$ cat src/rtl/mux_rr_if.sv
// mux_rr_if: requester, downstream and status signals of the two-way round-robin arbiter
interface mux_rr_if #(parameter int DATA_W = 8);
  logic              a_valid;
  logic [DATA_W-1:0] a_data;
  logic              a_last;
  logic              a_ready;
  logic              b_valid;
  logic [DATA_W-1:0] b_data;
  logic              b_last;
  logic              b_ready;
  logic              out_valid;
  logic [DATA_W-1:0] out_data;
  logic              out_last;
  logic              out_ready;
  logic              sel;
  logic              busy;
  modport slave (
    input  a_valid, a_data, a_last, b_valid, b_data, b_last, out_ready,
    output a_ready, b_ready, out_valid, out_data, out_last, sel, busy
  );
  modport master (
    output a_valid, a_data, a_last, b_valid, b_data, b_last, out_ready,
    input  a_ready, b_ready, out_valid, out_data, out_last, sel, busy
  );
endinterface

$ cat src/rtl/mux_rr_arbiter.sv
// mux_rr_arbiter: block-locked round-robin arbiter for two requesters feeding a one-entry output register
module mux_rr_arbiter #(
  parameter int DATA_W    = 8,
  parameter bit LOCK_LAST = 1'b1
) (
  input logic     clk,
  input logic     rst,
  mux_rr_if.slave bus
);
  localparam logic [1:0] IDLE    = 2'd0;
  localparam logic [1:0] GRANT_A = 2'd1;
  localparam logic [1:0] GRANT_B = 2'd2;
  logic [1:0]        state_q, state_d;
  logic              sel_q, sel_d;
  logic              rr_ptr_q, rr_ptr_d;
  logic              out_valid_q, out_valid_d;
  logic [DATA_W-1:0] out_data_q, out_data_d;
  logic              out_last_q, out_last_d;
  logic              space, xfer_a, xfer_b, fin_a, fin_b;
  assign space         = !out_valid_q || bus.out_ready;
  assign bus.a_ready   = (state_q == GRANT_A) && space;
  assign bus.b_ready   = (state_q == GRANT_B) && space;
  assign xfer_a        = bus.a_valid && bus.a_ready;
  assign xfer_b        = bus.b_valid && bus.b_ready;
  assign fin_a         = xfer_a && (!LOCK_LAST || bus.a_last);
  assign fin_b         = xfer_b && (!LOCK_LAST || bus.b_last);
  assign bus.out_valid = out_valid_q;
  assign bus.out_data  = out_data_q;
  assign bus.out_last  = out_last_q;
  assign bus.sel       = sel_q;
  assign bus.busy      = state_q != IDLE;
  // grant sequencing: pick a requester from IDLE, hand over directly on a final beat when the other is waiting
  always_comb begin
    state_d  = state_q;
    sel_d    = sel_q;
    rr_ptr_d = rr_ptr_q;
    if (state_q == IDLE) begin
      if (bus.a_valid && (!bus.b_valid || !rr_ptr_q)) begin
        state_d = GRANT_A;
        sel_d   = 1'b0;
      end else if (bus.b_valid) begin
        state_d = GRANT_B;
        sel_d   = 1'b1;
      end
    end else if (fin_a) begin
      rr_ptr_d = 1'b1;
      state_d  = bus.b_valid ? GRANT_B : IDLE;
      sel_d    = bus.b_valid ? 1'b1 : sel_q;
    end else if (fin_b) begin
      rr_ptr_d = 1'b0;
      state_d  = bus.a_valid ? GRANT_A : IDLE;
      sel_d    = bus.a_valid ? 1'b0 : sel_q;
    end
  end
  // output stage: load on transfer, drain on downstream accept, hold otherwise
  always_comb begin
    out_valid_d = xfer_a || xfer_b || (out_valid_q && !bus.out_ready);
    out_data_d  = xfer_a ? bus.a_data : xfer_b ? bus.b_data : out_data_q;
    out_last_d  = xfer_a ? bus.a_last : xfer_b ? bus.b_last : out_last_q;
  end
  // state registers; reset also discards any buffered beat
  always_ff @(posedge clk) begin
    if (rst) begin
      state_q     <= IDLE;
      sel_q       <= 1'b0;
      rr_ptr_q    <= 1'b0;
      out_valid_q <= 1'b0;
      out_data_q  <= '0;
      out_last_q  <= 1'b0;
    end else begin
      state_q     <= state_d;
      sel_q       <= sel_d;
      rr_ptr_q    <= rr_ptr_d;
      out_valid_q <= out_valid_d;
      out_data_q  <= out_data_d;
      out_last_q  <= out_last_d;
    end
  end
endmodule

$ cat src/flat_wrapper.sv
// flat-port wrapper written by rule: the top's interface ports become plain ports
module mux_rr_arbiter_flat 
#(
  parameter int DATA_W    = 8,
  parameter bit LOCK_LAST = 1'b1
)
  (clk, rst, bus_a_valid, bus_a_data, bus_a_last, bus_b_valid, bus_b_data, bus_b_last, bus_out_ready, bus_a_ready, bus_b_ready, bus_out_valid, bus_out_data, bus_out_last, bus_sel, bus_busy);
  mux_rr_if #(.DATA_W(DATA_W)) bus_i ();
  input logic clk;
  input logic rst;
  input wire logic [$bits(bus_i.a_valid)-1:0] bus_a_valid;
  input wire logic [$bits(bus_i.a_data)-1:0] bus_a_data;
  input wire logic [$bits(bus_i.a_last)-1:0] bus_a_last;
  input wire logic [$bits(bus_i.b_valid)-1:0] bus_b_valid;
  input wire logic [$bits(bus_i.b_data)-1:0] bus_b_data;
  input wire logic [$bits(bus_i.b_last)-1:0] bus_b_last;
  input wire logic [$bits(bus_i.out_ready)-1:0] bus_out_ready;
  output wire logic [$bits(bus_i.a_ready)-1:0] bus_a_ready;
  output wire logic [$bits(bus_i.b_ready)-1:0] bus_b_ready;
  output wire logic [$bits(bus_i.out_valid)-1:0] bus_out_valid;
  output wire logic [$bits(bus_i.out_data)-1:0] bus_out_data;
  output wire logic [$bits(bus_i.out_last)-1:0] bus_out_last;
  output wire logic [$bits(bus_i.sel)-1:0] bus_sel;
  output wire logic [$bits(bus_i.busy)-1:0] bus_busy;
  assign bus_i.a_valid = bus_a_valid;
  assign bus_i.a_data = bus_a_data;
  assign bus_i.a_last = bus_a_last;
  assign bus_i.b_valid = bus_b_valid;
  assign bus_i.b_data = bus_b_data;
  assign bus_i.b_last = bus_b_last;
  assign bus_i.out_ready = bus_out_ready;
  assign bus_a_ready = bus_i.a_ready;
  assign bus_b_ready = bus_i.b_ready;
  assign bus_out_valid = bus_i.out_valid;
  assign bus_out_data = bus_i.out_data;
  assign bus_out_last = bus_i.out_last;
  assign bus_sel = bus_i.sel;
  assign bus_busy = bus_i.busy;
  mux_rr_arbiter #(.DATA_W(DATA_W), .LOCK_LAST(LOCK_LAST)) u_core (.clk(clk), .rst(rst), .bus(bus_i));
endmodule
$ cat config.mk
export PLATFORM = sky130hd
export DESIGN_NAME = mux_rr_arbiter_flat
export DESIGN_NICKNAME = d
export VERILOG_FILES = /design/src/rtl/mux_rr_if.sv /design/src/rtl/mux_rr_arbiter.sv /design/src/flat_wrapper.sv
export SDC_FILE = /design/constraint.sdc
export NUM_CORES = 1
export LEC_CHECK = 0
export CORE_MARGIN = 1.5
export CORE_UTILIZATION = 38
export CTS_CLUSTER_DIAMETER = 100
export DETAILED_ROUTE_END_ITERATION = 12
export HOLD_SLACK_MARGIN = 0.02
export PLACE_DENSITY = 0.75
export SETUP_SLACK_MARGIN = 0.02
export SYNTH_ARGS = -nofsm -noshare
export SYNTH_HDL_FRONTEND = slang
export SYNTH_SLANG_ARGS = --single-unit
$ cat constraint.sdc
create_clock -name clk -period 1.8 [get_ports clk]
set_clock_uncertainty 0.2 [all_clocks]
set_input_delay 0.54 -clock clk [delete_from_list [all_inputs] [get_ports clk]]
set_output_delay 0.54 -clock clk [all_outputs]
set_load 0.02 [all_outputs]
# ---- Word level (Yosys, flattened, before mapping)
# Cells that the tools add are included.
dict set report totals {
  ramBits 0
  latchBits 0
  mem_bits_ro 0
  input_bits 23
  out_inout_bits 14
  reg_bits 14
  mem_count 0
  elab_cells 54
}
dict set report classes {
  n_lt_le_gt_ge 0
  n_shift 0
  div_mod_pow 0
  n_bitwise 1
  reduce_logical 25
  n_mux 19
  mul 0
  eq_ne 3
  addsub 0
}
# operator n
set ops {}
lappend ops {{$mux 8} 2}
lappend ops {{$mux 2} 6}
lappend ops {{$mux 1} 11}
lappend ops {{$logic_and 1x1->1} 8}
lappend ops {{$reduce_and 2->1} 3}
lappend ops {{$reduce_bool 2->1} 3}
lappend ops {{$reduce_bool 3->1} 2}
lappend ops {{$logic_not 1->1} 4}
lappend ops {{$logic_or 1x1->1} 4}
lappend ops {{$ne 3x3->1 const B} 1}
lappend ops {{$eq 2x1->1 const B} 1}
lappend ops {{$eq 2x2->1 const B} 1}
lappend ops {{$logic_not 2->1} 1}
lappend ops {{$not 1->1} 1}

# ---- Longest topological paths before layout
dict set report depth {
  word_depth 8
  ltp_mapped 6
  mapped_depth_nobuf 4
}

# ---- Worst setup path before layout
# No wires, ideal clock.
dict set report synth_path {
  path_type {input-to-output}
  startpoint {in bus_out_ready}
  endpoint {out bus_b_ready}
  path_buffers 0
  t_required_ps 1060
  arrival_ps 1051
  slack_ps 9
  stages 2
  path_cell_list {nor2b_1 > nor3_1}
}
dict set report synth_between {
  elab_chain_len 2
}
# item line
set synth_rtl {}
lappend synth_rtl {{from (decl)} flat_wrapper.sv:17} ;# input wire logic [$bits(bus_i.out_ready)-1:0] bus_out_ready;
lappend synth_rtl {{$logic_or 1x1->1} mux_rr_arbiter.sv:20} ;# assign space = !out_valid_q || bus.out_ready;
lappend synth_rtl {{$logic_and 1x1->1} mux_rr_arbiter.sv:22} ;# assign bus.b_ready = (state_q == GRANT_B) && space;
lappend synth_rtl {{to (decl)} flat_wrapper.sv:19} ;# output wire logic [$bits(bus_i.b_ready)-1:0] bus_b_ready;
# Every way passes these cells.

# ---- Worst setup path after layout
dict set report layout_path {
  startpoint {in bus_out_ready}
  endpoint {out bus_a_ready}
}
dict set report layout_between {
  elab_chain_len 2
}
# item line
set layout_rtl {}
lappend layout_rtl {{$logic_or 1x1->1} mux_rr_arbiter.sv:20}
lappend layout_rtl {{$logic_and 1x1->1} mux_rr_arbiter.sv:21} ;# assign bus.a_ready = (state_q == GRANT_A) && space;
lappend layout_rtl {{to (decl)} flat_wrapper.sv:18} ;# output wire logic [$bits(bus_i.a_ready)-1:0] bus_a_ready;
# Every way passes these cells.

==> impl_metrics.tcl <==
set metrics [dict create \
    worst_path_largest_cell_delay_ps 150 \
    cpLargestDelayFamily "simple AND/OR/NAND/NOR gates" \
    report.final.slew_viol_count 0 \
    dominantRegCellSynth "dfxtp_1" \
    synthesis.nets 112 \
    start_util 0.4115 \
    ant_nets 0 \
    detail_route.vias_per_cell 5.082 \
    insertion_delay_ps 270 \
    hold_end "u_core.bus.out_data[7]" \
    internal_power_uw 595.4 \
    p_total_uw 850.6 \
    p_leak_nw 0.5936 \
    placed_area_um2 1211 \
    post-route-util 0.7470 \
    timing_hold_violations_final 0 \
    worstHoldPathType "flop to flop" \
    cpMaxStageDelayCell "and2_4" \
    ffs_w_async_s_r_synth 0 \
    portBuffers 36 \
    die-width_um 46.48 \
    fin_setup_tns_ps -6.443 \
    postLayoutCellArea_um2 1304 \
    number_of_enable_type_register_cells_in_the_synthesized_netlist 0 \
    layout.cells.most_common "buf_4" \
    postLayoutSetupSlackWorst_ps -6.443 \
    finish.cell_count_without_fillers 170 \
    antennaDiodeCount 0 \
    r2r_slack_ps 220 \
    achievable_clock_frequency_mhz 553.6 \
    reg2reg_depth 6 \
    layout_worst_path_cycle_share 1.004 \
    power.combinational.fraction 0.384 \
    worst-endpoint-required_ps 1060 \
    synth-compound-area-share 0.2770 \
    tritoncts.num_buffers 3 \
    first_pass_grt_wire_length_mm 3.091 \
    clkSlewWorstSetupHoldPaths_ps 80 \
    fp.coreArea_um2 1745 \
    cts.root.buffer_cell "clkbuf_4" \
    timing.hold.worst_path_depth 2 \
    rr_endpoint "u_core.bus.out_data[0]" \
    sw_frac_of_total 0.3001 \
    fin_worst_hold_slack_ps 268.5 \
    synth_xor_area_frac 0 \
    timing.max_cap.violations 0 \
    boundaryPins 37 \
    placementRows 15 \
    setup.worst_path.start_class "primary input" \
    power_frac_seq 0.417 \
    syn_area_um2 718.2 \
    synthesis.area_per_instance_um2 8.070 \
    placed_cells_incl_taps 163 \
    r2r_start "u_core.state_q[1]" \
    crit_path_start "bus_out_ready" \
    clock_tree.buffer_depth 2 \
    ratio_of_cells_with_drive_above_1_in_the_final_layout 0.3241 \
    drt-initial-drc-count 17 \
    num-nets-final 170 \
    worstPathArrival_ps 1070 \
    yosys-mux-area-fraction 0 \
    layout-area-overhead-vs-synth_pct 81.53 \
    post_synth_and_or_nand_nor_area_fraction 0.2213 \
    cts_max_level 1 \
    yosys_warnings 0 \
    die_area_um2 2160 \
    power.density_nw_per_um2 652.5 \
    fillerInstances 143 \
    grt_start_max_net_pins 19 \
    detail_route.wl_per_cell_um 12.35 \
    critical_path_class "primary input to output pin" \
    timing.critical_path.cells "buf_4 > nand2b_4 > and2_4 > buf_6" \
    setup_viol 1 \
    pre_cts_ws_ps -791.4 \
    cts_tree "done" \
    violations "negative setup slack" \
    combinational_family_with_the_most_area_after_synthesis "compound AO/OA/AOI/OAI gates" \
    ys_seq_elements 14 \
    power.share.clock 0.199 \
    maxSlewHeadroom 0.8539 \
    chipHeight_um 46.48 \
    layout.cells.most_common_list "buf_4, clkdlybuf4s50_1, nand2_1, dlygate4sd2_1" \
    path_buf_inv 2 \
    number_of_global_route_vias_before_repair 721 \
    clock-sinks 14 \
    first_pass_iters 4 \
    seq_area_frac_synth 0.3902 \
    p_switching_uw 255.2 \
    gpl.final_weighted_congestion 0.8117 \
    global_route.usage.total 0.1986 \
    crit_fanout 2 \
    tightest_slew_ps 216.8 \
    global_route.overflow_total 0 \
    ir_worst_vdd_v 0.0003901 \
    detail_route.drc_violations 0 \
    cts_hold_repair.buffers 0 \
    timing.hold.worst.start "u_core.bus.out_data[7]" \
    post-dp-hpwl_mm 1.517 \
    detail_route.wirelength_mm 2.099 \
    grt_setup_unrepaired "true" \
    period_minus_slack_ps 1806 \
    status "finished with violations" \
    yosysUniqueCellTypes 27 \
    antenna_found_initial 0 \
    via_count 864 \
    critical_path.endpoint_type "output pin" \
    synthesized_area_fraction_occupied_by_adder_cells 0 \
    syn_inst 89 \
]
## cells by family after synthesis
logic type	count (synthesis)
AND/OR/NAND/NOR	31
flip-flops	14
AO/OA/AOI/OAI	28
buffers and inverters	16
## cell type report
| cell class | instances | area [µm²] | area share |
|---|---|---|---|
| flip-flops and latches | 14 | 284.0 | 0.2179 |
| clock buffers | 3 | 22.52 | 0.01727 |
| well taps | 25 | 31.28 | 0.02399 |
| multi-input cells | 59 | 405.4 | 0.3109 |
| repair buffers | 58 | 519.2 | 0.3983 |
| inverters | 11 | 41.29 | 0.03167 |
## per-layer routing
| metal | track usage | share of wire |
|---|---|---|
| met5 | 0 | 0 |
| met4 | 0.05714 | 0.0024 |
| met3 | 0.04314 | 0.082 |
| met2 | 0.3444 | 0.49 |
| met1 | 0.2429 | 0.43 |
## worst max-delay path by stage
stage | end | slack, ps | depth (start not counted)
CTS | bus_b_ready | -20 | 4
floorplan | u_core.bus.out_last | 100 | 6
global placement | bus_a_ready | -810 | 4
finish | bus_a_ready | -6 | 4
global route | bus_a_ready | -50 | 4
detailed placement | bus_a_ready | -790 | 4
## power groups by stage
stage	combinational (mW)	sequential [mW]	clock [mW]
CTS	0.316	0.353	0.177
floorplan	0.110	0.391	0
global route	0.353	0.358	0.186
finish	0.327	0.355	0.169
detailed placement	0.301	0.361	0
global placement	0.296	0.361	0
## worst min-delay path, stage by stage, from the launching register on
cell	delay, ps
dfxtp_1	310
nand2_1	50
a221oi_1	60
## repair_timing
item | CTS | global route
pin swaps | 3 | 2
endpoints found under the setup margin | 24 | 3
gates resized for setup | 49 | 3
buffers inserted | 3 | 1
## synth_stat cells (2+ instances only)
master | count | area (µm²)
a31oi_1 | 2 | 12.51
nor2b_1 | 4 | 25.02
nor2_1 | 3 | 11.26
a221oi_2 | 2 | 30.03
nand3_1 | 3 | 15.01
nand2_1 | 12 | 45.04
buf_6 | 2 | 22.52
o21ai_0 | 3 | 15.01
nor3_1 | 2 | 10.01
a221oi_1 | 6 | 52.55
inv_1 | 11 | 41.29
dfxtp_1 | 14 | 280.3
a21oi_1 | 11 | 55.05
## state kept, by name, indices dropped and copies added (netlist names)
register / flops
u_core.bus.sel: 1
u_core.bus.out_data: 8
u_core.state_q: 2
u_core.rr_ptr_q: 1
u_core.bus.out_valid: 1
u_core.bus.out_last: 1
Note: power is estimated with default switching activity, not from simulation.
